[config.mk]
export PLATFORM = sky130hd
export DESIGN_NAME = axi_fifo_wr_data_flat
export DESIGN_NICKNAME = d
export VERILOG_FILES = /design/src/rtl/axi_fifo_wr_data_if.sv /design/src/rtl/axi_fifo_wr_data.sv /design/src/flat_wrapper.sv
export SDC_FILE = /design/constraint.sdc
export NUM_CORES = 1
export LEC_CHECK = 0
export ABC_AREA = 1
export CAP_MARGIN = 20
export CORE_MARGIN = 2
export CORE_UTILIZATION = 30
export CTS_CLUSTER_SIZE = 25
export DETAILED_ROUTE_END_ITERATION = 10
export GPL_TIMING_DRIVEN = 1
export PLACE_DENSITY = 0.72
export SLEW_MARGIN = 20
export SYNTH_ARGS = -nofsm -noshare
export SYNTH_HDL_FRONTEND = slang
export SYNTH_SLANG_ARGS = --single-unit
export TNS_END_PERCENT = 10
[constraint.sdc]
create_clock -name clk -period 2.75 [get_ports clk]
set_input_delay 0.55 -clock clk [delete_from_list [all_inputs] [get_ports clk]]
set_output_delay 0.55 -clock clk [all_outputs]
set_load 0.05 [all_outputs]
[src/rtl/axi_fifo_wr_data_if.sv]
// AXI4 write-channel slave plus AXI4-Stream master bundle for axi_fifo_wr_data.
// 'slave' is the bridge side; 'master' is the PS/bench side that also owns tready.
interface axi_fifo_wr_data_if #(
  parameter int S_AXI_ID_WIDTH    = 1,
  parameter int S_AXI_DATA_WIDTH  = 32,
  parameter int S_AXI_ADDR_WIDTH  = 6,
  parameter int M_AXIS_DATA_WIDTH = 24
);
  logic [S_AXI_ID_WIDTH-1:0]     s_axi_awid;
  logic [S_AXI_ADDR_WIDTH-1:0]   s_axi_awaddr;
  logic [7:0]                    s_axi_awlen;
  logic [2:0]                    s_axi_awsize;
  logic [1:0]                    s_axi_awburst;
  logic                          s_axi_awvalid;
  logic                          s_axi_awready;
  logic [S_AXI_DATA_WIDTH-1:0]   s_axi_wdata;
  logic [S_AXI_DATA_WIDTH/8-1:0] s_axi_wstrb;
  logic                          s_axi_wlast;
  logic                          s_axi_wvalid;
  logic                          s_axi_wready;
  logic [S_AXI_ID_WIDTH-1:0]     s_axi_bid;
  logic [1:0]                    s_axi_bresp;
  logic                          s_axi_bvalid;
  logic                          s_axi_bready;
  logic                          m_axis_tvalid;
  logic                          m_axis_tready;
  logic                          m_axis_tlast;
  logic [M_AXIS_DATA_WIDTH-1:0]  m_axis_tdata;

  modport slave (
    input  s_axi_awid, s_axi_awaddr, s_axi_awlen, s_axi_awsize, s_axi_awburst, s_axi_awvalid,
    output s_axi_awready,
    input  s_axi_wdata, s_axi_wstrb, s_axi_wlast, s_axi_wvalid,
    output s_axi_wready,
    output s_axi_bid, s_axi_bresp, s_axi_bvalid,
    input  s_axi_bready,
    output m_axis_tvalid, m_axis_tlast, m_axis_tdata,
    input  m_axis_tready
  );

  modport master (
    output s_axi_awid, s_axi_awaddr, s_axi_awlen, s_axi_awsize, s_axi_awburst, s_axi_awvalid,
    input  s_axi_awready,
    output s_axi_wdata, s_axi_wstrb, s_axi_wlast, s_axi_wvalid,
    input  s_axi_wready,
    input  s_axi_bid, s_axi_bresp, s_axi_bvalid,
    output s_axi_bready,
    input  m_axis_tvalid, m_axis_tlast, m_axis_tdata,
    output m_axis_tready
  );
endinterface

[src/rtl/axi_fifo_wr_data.sv]
// AXI4 write-burst to AXI4-Stream bridge: one burst in flight, W beats pass straight
// through to the stream, B response follows the final beat (SLVERR on WRAP/reserved or bad wlast).
module axi_fifo_wr_data #(
  parameter int S_AXI_ID_WIDTH    = 1,
  parameter int S_AXI_DATA_WIDTH  = 32,
  parameter int S_AXI_ADDR_WIDTH  = 6,
  parameter int M_AXIS_DATA_WIDTH = 24
) (
  input  logic                clk,
  input  logic                rst_n,
  axi_fifo_wr_data_if.slave   bus
);
  typedef enum logic [1:0] {IDLE = 2'd0, DATA = 2'd1, RESP = 2'd2} state_t;

  state_t                    state, state_nxt;
  logic                      awready_q, awready_nxt;
  logic                      bvalid_q, bvalid_nxt;
  logic [1:0]                bresp_q, bresp_nxt;
  logic [S_AXI_ID_WIDTH-1:0] bid_q, bid_nxt;
  logic [S_AXI_ID_WIDTH-1:0] awid_q, awid_nxt;
  logic [7:0]                awlen_q, awlen_nxt;
  logic [7:0]                beat_cnt, beat_cnt_nxt;
  logic                      err_q, err_nxt, err_upd;
  logic                      last_beat;
  logic                      wready, tvalid, tlast;
  logic                      unused;

  // Compared before increment, so awlen=255 never needs a 9th counter bit.
  assign last_beat = (beat_cnt == awlen_q);

  always_ff @(posedge clk or negedge rst_n) begin
    if (!rst_n) begin
      state     <= IDLE;
      awready_q <= 1'b0;
      bvalid_q  <= 1'b0;
      bresp_q   <= 2'b00;
      bid_q     <= '0;
      awid_q    <= '0;
      awlen_q   <= 8'd0;
      beat_cnt  <= 8'd0;
      err_q     <= 1'b0;
    end else begin
      state     <= state_nxt;
      awready_q <= awready_nxt;
      bvalid_q  <= bvalid_nxt;
      bresp_q   <= bresp_nxt;
      bid_q     <= bid_nxt;
      awid_q    <= awid_nxt;
      awlen_q   <= awlen_nxt;
      beat_cnt  <= beat_cnt_nxt;
      err_q     <= err_nxt;
    end
  end

  always_comb begin
    state_nxt    = state;
    awready_nxt  = 1'b0;
    bvalid_nxt   = bvalid_q;
    bresp_nxt    = bresp_q;
    bid_nxt      = bid_q;
    awid_nxt     = awid_q;
    awlen_nxt    = awlen_q;
    beat_cnt_nxt = beat_cnt;
    err_nxt      = err_q;
    err_upd      = err_q;
    wready       = 1'b0;
    tvalid       = 1'b0;
    tlast        = 1'b0;
    case (state)
      IDLE: begin
        awready_nxt = bus.s_axi_awvalid & ~awready_q;
        if (bus.s_axi_awvalid && awready_q) begin
          awid_nxt     = bus.s_axi_awid;
          awlen_nxt    = bus.s_axi_awlen;
          beat_cnt_nxt = 8'd0;
          err_nxt      = (bus.s_axi_awburst == 2'b10) || (bus.s_axi_awburst == 2'b11);
          state_nxt    = DATA;
        end
      end
      DATA: begin
        wready = bus.m_axis_tready;
        tvalid = bus.s_axi_wvalid;
        tlast  = last_beat;
        if (bus.s_axi_wvalid && bus.m_axis_tready) begin
          beat_cnt_nxt = beat_cnt + 8'd1;
          // wlast is only audited; the beat count from awlen decides where the burst ends.
          err_upd      = err_q | (bus.s_axi_wlast != last_beat);
          err_nxt      = err_upd;
          if (last_beat) begin
            state_nxt  = RESP;
            bvalid_nxt = 1'b1;
            bid_nxt    = awid_q;
            bresp_nxt  = err_upd ? 2'b10 : 2'b00;
          end
        end
      end
      RESP: begin
        if (bus.s_axi_bready) begin
          bvalid_nxt = 1'b0;
          state_nxt  = IDLE;
        end
      end
      default: state_nxt = IDLE;
    endcase
  end

  assign bus.s_axi_awready = awready_q;
  assign bus.s_axi_wready  = wready;
  assign bus.s_axi_bvalid  = bvalid_q;
  assign bus.s_axi_bresp   = bresp_q;
  assign bus.s_axi_bid     = bid_q;
  assign bus.m_axis_tvalid = tvalid;
  assign bus.m_axis_tlast  = tlast;
  assign bus.m_axis_tdata  = bus.s_axi_wdata[M_AXIS_DATA_WIDTH-1:0];

  // Address, size, strobes and the upper data bits carry no meaning for the stream.
  assign unused = ^{bus.s_axi_awaddr, bus.s_axi_awsize, bus.s_axi_wstrb, bus.s_axi_wdata};
endmodule
[src/flat_wrapper.sv]
// flat-port wrapper written by rule: the top's interface ports become plain ports
module axi_fifo_wr_data_flat 
#(
  parameter int S_AXI_ID_WIDTH    = 1,
  parameter int S_AXI_DATA_WIDTH  = 32,
  parameter int S_AXI_ADDR_WIDTH  = 6,
  parameter int M_AXIS_DATA_WIDTH = 24
)
  (clk, rst_n, bus_s_axi_awid, bus_s_axi_awaddr, bus_s_axi_awlen, bus_s_axi_awsize, bus_s_axi_awburst, bus_s_axi_awvalid, bus_s_axi_awready, bus_s_axi_wdata, bus_s_axi_wstrb, bus_s_axi_wlast, bus_s_axi_wvalid, bus_s_axi_wready, bus_s_axi_bid, bus_s_axi_bresp, bus_s_axi_bvalid, bus_s_axi_bready, bus_m_axis_tvalid, bus_m_axis_tlast, bus_m_axis_tdata, bus_m_axis_tready);
  axi_fifo_wr_data_if #(.S_AXI_ID_WIDTH(S_AXI_ID_WIDTH), .S_AXI_DATA_WIDTH(S_AXI_DATA_WIDTH), .S_AXI_ADDR_WIDTH(S_AXI_ADDR_WIDTH), .M_AXIS_DATA_WIDTH(M_AXIS_DATA_WIDTH)) bus_i ();
  input  logic clk;
  input  logic rst_n;
  input wire logic [$bits(bus_i.s_axi_awid)-1:0] bus_s_axi_awid;
  input wire logic [$bits(bus_i.s_axi_awaddr)-1:0] bus_s_axi_awaddr;
  input wire logic [$bits(bus_i.s_axi_awlen)-1:0] bus_s_axi_awlen;
  input wire logic [$bits(bus_i.s_axi_awsize)-1:0] bus_s_axi_awsize;
  input wire logic [$bits(bus_i.s_axi_awburst)-1:0] bus_s_axi_awburst;
  input wire logic [$bits(bus_i.s_axi_awvalid)-1:0] bus_s_axi_awvalid;
  output wire logic [$bits(bus_i.s_axi_awready)-1:0] bus_s_axi_awready;
  input wire logic [$bits(bus_i.s_axi_wdata)-1:0] bus_s_axi_wdata;
  input wire logic [$bits(bus_i.s_axi_wstrb)-1:0] bus_s_axi_wstrb;
  input wire logic [$bits(bus_i.s_axi_wlast)-1:0] bus_s_axi_wlast;
  input wire logic [$bits(bus_i.s_axi_wvalid)-1:0] bus_s_axi_wvalid;
  output wire logic [$bits(bus_i.s_axi_wready)-1:0] bus_s_axi_wready;
  output wire logic [$bits(bus_i.s_axi_bid)-1:0] bus_s_axi_bid;
  output wire logic [$bits(bus_i.s_axi_bresp)-1:0] bus_s_axi_bresp;
  output wire logic [$bits(bus_i.s_axi_bvalid)-1:0] bus_s_axi_bvalid;
  input wire logic [$bits(bus_i.s_axi_bready)-1:0] bus_s_axi_bready;
  output wire logic [$bits(bus_i.m_axis_tvalid)-1:0] bus_m_axis_tvalid;
  output wire logic [$bits(bus_i.m_axis_tlast)-1:0] bus_m_axis_tlast;
  output wire logic [$bits(bus_i.m_axis_tdata)-1:0] bus_m_axis_tdata;
  input wire logic [$bits(bus_i.m_axis_tready)-1:0] bus_m_axis_tready;
  assign bus_i.s_axi_awid = bus_s_axi_awid;
  assign bus_i.s_axi_awaddr = bus_s_axi_awaddr;
  assign bus_i.s_axi_awlen = bus_s_axi_awlen;
  assign bus_i.s_axi_awsize = bus_s_axi_awsize;
  assign bus_i.s_axi_awburst = bus_s_axi_awburst;
  assign bus_i.s_axi_awvalid = bus_s_axi_awvalid;
  assign bus_s_axi_awready = bus_i.s_axi_awready;
  assign bus_i.s_axi_wdata = bus_s_axi_wdata;
  assign bus_i.s_axi_wstrb = bus_s_axi_wstrb;
  assign bus_i.s_axi_wlast = bus_s_axi_wlast;
  assign bus_i.s_axi_wvalid = bus_s_axi_wvalid;
  assign bus_s_axi_wready = bus_i.s_axi_wready;
  assign bus_s_axi_bid = bus_i.s_axi_bid;
  assign bus_s_axi_bresp = bus_i.s_axi_bresp;
  assign bus_s_axi_bvalid = bus_i.s_axi_bvalid;
  assign bus_i.s_axi_bready = bus_s_axi_bready;
  assign bus_m_axis_tvalid = bus_i.m_axis_tvalid;
  assign bus_m_axis_tlast = bus_i.m_axis_tlast;
  assign bus_m_axis_tdata = bus_i.m_axis_tdata;
  assign bus_i.m_axis_tready = bus_m_axis_tready;
  axi_fifo_wr_data #(.S_AXI_ID_WIDTH(S_AXI_ID_WIDTH), .S_AXI_DATA_WIDTH(S_AXI_DATA_WIDTH), .S_AXI_ADDR_WIDTH(S_AXI_ADDR_WIDTH), .M_AXIS_DATA_WIDTH(M_AXIS_DATA_WIDTH)) u_core (.clk(clk), .rst_n(rst_n), .bus(bus_i));
endmodule
# ---- After elaboration in Yosys (flattened, before gate mapping)
# Index checks and enable logic that the tools add are counted.
dict set report word_totals {
  regBits 25
  inputBits 63
  out_inout_bits 32
  word_cells 54
}
dict set report classes {
  add_sub_neg 1
  eq_ne 10
  mux 20
  bitwise_logic 3
  reduce_logical 11
}
# operator count
set ops {}
lappend ops {{$mux 8} 2}
lappend ops {{$pmux 8 s2} 1}
lappend ops {{$mux 2} 5}
lappend ops {{$mux 1} 9}
lappend ops {{$add 8x1->8 const B} 1}
lappend ops {{$eq 8x8->1} 1}
lappend ops {{$reduce_and 4->1} 2}
lappend ops {{$eq 2x2->1 const B} 3}
lappend ops {{$ne 2x1->1 const B} 3}
lappend ops {{$pmux 2 s3} 1}
lappend ops {{$reduce_and 3->1} 2}
lappend ops {{$pmux 1 s2} 2}
lappend ops {{$reduce_bool 2->1} 2}
lappend ops {{$eq 2x1->1 const B} 1}
lappend ops {{$logic_and 1x1->1} 2}
lappend ops {{$logic_not 2->1} 1}
lappend ops {{$ne 2x2->1 const B} 1}
lappend ops {{$reduce_and 2->1} 1}
lappend ops {{$and 1x1->1} 1}
lappend ops {{$logic_or 1x1->1} 1}
lappend ops {{$ne 1x1->1} 1}
lappend ops {{$not 1->1} 1}
lappend ops {{$or 1x1->1} 1}

# ---- Logic depth before layout (Yosys ltp)
dict set report logic_depth {
  word_depth 5
  depth_mapped 10
  ltp_nobuf 10
}

# ---- Least setup slack after synthesis
# OpenSTA, ideal clock, no wires.
dict set report synth_timing {
  kind {register to output}
  start {reg u_core.beat_cnt[4]}
  end {out bus_m_axis_tlast}
  arrival_ns 1.525
  required_time_ns 2.200
  setup_slack_ns 0.675
  path_stages_with_launch 8
  path_buffers 0
  cell_sequence {dfrtp_1 -> inv_1 -> nand2_1 -> nand2_1 -> nand2_1 -> nor2_1 -> nand2_2 -> nor2_1}
}
dict set report synth_via {
  elab_chain_len 2
}
# element line
set synth_rtl {}
lappend synth_rtl {{from (decl)} axi_fifo_wr_data.sv:22} ;# logic [7:0] beat_cnt, beat_cnt_nxt;
lappend synth_rtl {{from (signal assigned)} axi_fifo_wr_data.sv:50} ;# beat_cnt <= beat_cnt_nxt;
lappend synth_rtl {{$eq 8x8->1} axi_fifo_wr_data.sv:29} ;# assign last_beat = (beat_cnt == awlen_q);
lappend synth_rtl {{$mux 1} axi_fifo_wr_data.sv:69} ;# case (state)
lappend synth_rtl {{to (decl)} flat_wrapper.sv:30} ;# output wire logic [$bits(bus_i.m_axis_tlast)-1:0] bus_m_axis_tlast;
# No other way between the ends.

# ---- Worst setup path after layout
# Ends and elaborated chain as after synthesis.

==> impl_metrics.toml <==
[yosys]
async_flop_share_pct = 100
synthTopCellsByArea = "dfrtp_1 (41%), nand2_1 (17%), buf_4 (13%), inv_1 (5.9%), nor2_1 (4.3%)"
syn_nets = 261
synth_edf_count = 0
ys_types = 26
syn-cell-area_um2 = 1470
syn_avg_cell_area_um2 = 7.48
yosysTopAreaCellShare_pct = 40.7
synth-seq-area-share_pct = 40.7
ys_ff_latch = 24
synth_common_cells = "nand2_1 (65), buf_4 (25), dfrtp_1 (24), inv_1 (23), nor2_1 (17)"
synth_top_cell_by_area = "dfrtp_1"
synth_flop_cell = "dfrtp_1"
yosysMostFrequentCell = "nand2_1"
synthCells = 197
yosysWarnings = 0

[clocking]
clk_latency_ns = 0.27
cts_buffers = 3
cts_hold_buf = 0
post_cts_buffers = 0
cts.clk_slew.worst_paths_ns = 0.08
htreeDepth = 1
cts-root-buf = "clkbuf_8"
cts.sink_count = 24
ctsResizeCount = 0
cts_tree = "done"
cts_max_path_buffers = 2

[hold_path]
holdCritPathClass = "reg2reg"
hold_path_startpoint = "u_core.bus.s_axi_awready"

[timing]
finalHoldViolCount = 0
fin_crit_sh_pct = 77.0
setup_viol = 0
final.setup_skew_ns = 0.00330
drv_slew = 0
clock.fmax_mhz = 472
fin_setup_tns_ns = 0
rsz0062_at_grt = "false"
fin_ws_ns = 0.632
period_minus_slack_ns = 2.12

[worst_setup_path]
required_ns = 2.20
cp_common_cell = "nand2_1"
cp_top_family = "simple AND/OR/NAND/NOR gates"
worst_r2r_startpoint = "u_core.state[1]"
crit_fanout = 5
cpPeakStageDelay_ns = 0.42
arrival_ns = 1.57
criticalPathCategory = "reg2out"
crit_start = "u_core.beat_cnt[4]"
worst_path_max_delay_cell = "dfrtp_1"
path_cells = "inv_1, nand2_1, nand2_1, nand2_1, nor2_1, nand2_2, nor2_1, buf_4"
cp-end-kind = "output pin"
worst_setup_path_start_kind = "register"
critPathBufInv = 2

[final_layout]
final_nets = 263
area_growth_pct = 10.3
final_core_util_pct = 34.4
diodes = 0
layout-drive-gt1-share_pct = 8.63

[die]
die_h_um = 74.1
start_util_pct = 31.2
row_count = 25
die_area_um2 = 5490
io_pins = 95
core_um2 = 4720
fp.dieW_um = 74.1

[outcome]
outcome = "finished, final reports clean"

[global_routing]
grt_pass1_wl_mm = 4.84
grt_max_degree = 25
grt_overflow = 0
track_usage_pct = 11.4
grt_antenna_before_repair = 0
grt_pass1_vias = 1114

[placed_design]
globalplace.congestion = 0.826
hpwl_mm = 1.99
io_buffer_count = 23
place_ws_ns = 0.688

[drt]
drc = 0
first_pass_iters = 4
vias_per_cell = 4.18
drt_iter0_markers = 60
final_antenna_net_count = 0
wire_per_inst_um = 10.0
via_count = 1103
routed_wl_mm = 2.65

[power_and_ir_drop]
switchingPower_w = 0.000642
peakVddDrop_v = 0.000278
leakagePower_nw = 0.835
seqPwrFrac_pct = 41.7
clockPowerShare_pct = 14.4
p_comb_share_pct = 43.9
power.internal_w = 0.000835
switching_share_pct = 43.5
power.density_nw_per_um2 = 908

[flow_run]
drv_cap = 0
[flip-flops by register name, summed over array words and instances, names as in the netlist]
register / count
u_core.awlen_q: 8
u_core.beat_cnt: 8
u_core.state: 2
u_core.awid_q: 1
u_core.bus.s_axi_awready: 1
u_core.bus.s_axi_bid: 1
u_core.bus.s_axi_bresp: 1
u_core.bus.s_axi_bvalid: 1
u_core.err_q: 1
[layout make-up]
| class | count | area [um^2] |
|---|---|---|
| Multi-Input combinational cell | 122 | 579 |
| Inverter | 24 | 90.1 |
| Timing Repair Buffer | 24 | 230 |
| Fill cell | 508 | 3100 |
| Sequential cell | 24 | 601 |
| Tap cell | 67 | 83.8 |
| Clock buffer | 3 | 41.3 |
[power groups by stage]
stage | Clock (W) | Sequential [W] | Combinational, W
3_5_place_dp | 0 | 0.000625 | 0.000655
2_1_floorplan | 0 | 0.000662 | 0.000532
5_1_grt | 0.000241 | 0.000637 | 0.000744
4_1_cts | 0.000220 | 0.000617 | 0.000658
6_report | 0.000212 | 0.000616 | 0.000648
3_3_place_gp | 0 | 0.000617 | 0.000637
[final timing paths]
| path | end | slack [ns] | cells past startpoint |
|---|---|---|---|
| worst max-delay path | bus_m_axis_tlast | 0.63 | 8 |
| max in group asynchronous | u_core.awlen_q[7] | 1.87 | 2 |
| worst min register to register | u_core.bus.s_axi_awready | 0.46 | 1 |
| worst min-delay path | u_core.bus.s_axi_awready | 0.46 | 1 |
| min in group asynchronous | u_core.bus.s_axi_awready | 0.64 | 2 |
| worst max register to register | u_core.beat_cnt[4] | 1.23 | 9 |
[placed cells by master (no fill, tap or decap), drive strengths merged]
master / instances
a21oi: 2
nand4: 2
buf: 4
xor2: 1
nor2: 19
nor3: 4
clkdlybuf4s50: 20
nand3: 7
nand2: 69
inv: 24
conb: 1
ha: 1
xnor2: 3
o21ai: 12
o211ai: 1
dfrtp: 24
clkbuf: 3
[per-stage QoR]
stage	cells	instance area (um^2)	total power [W]	hold slack [ns]
floorplan	197	1470	0.00119	0.254
global placement	261	1580	0.00125	0.432
detailed placement	261	1580	0.00128	0.455
CTS	264	1630	0.00149	0.466
global route	264	1630	0.00162	0.506
finish	264	1630	0.00148	0.459
[cells by family (layout without fill, tap and decap cells)]
group,after synthesis,count (layout),share of synthesized area [%]
adder cells (fa/ha/maj),1,1,0.849
other,1,1,0.254
AND/OR/NAND/NOR,101,101,30.3
buffers and inverters,51,51,19.9
XOR/XNOR,4,4,2.38
AO/OA/AOI/OAI,15,15,5.52
flip-flops,24,24,40.7
[layer usage]
metal	GRT usage, %	routed length (um)	share of wire (%)	vias up
met2	19.8	1230	46	23
met5	0	0	0	-
met4	2.63	27	1.0	0
met3	3.52	163	6.1	5
met1	13.7	1230	46	496
li1	-	-	-	579
(Power assumes the default switching activity.)
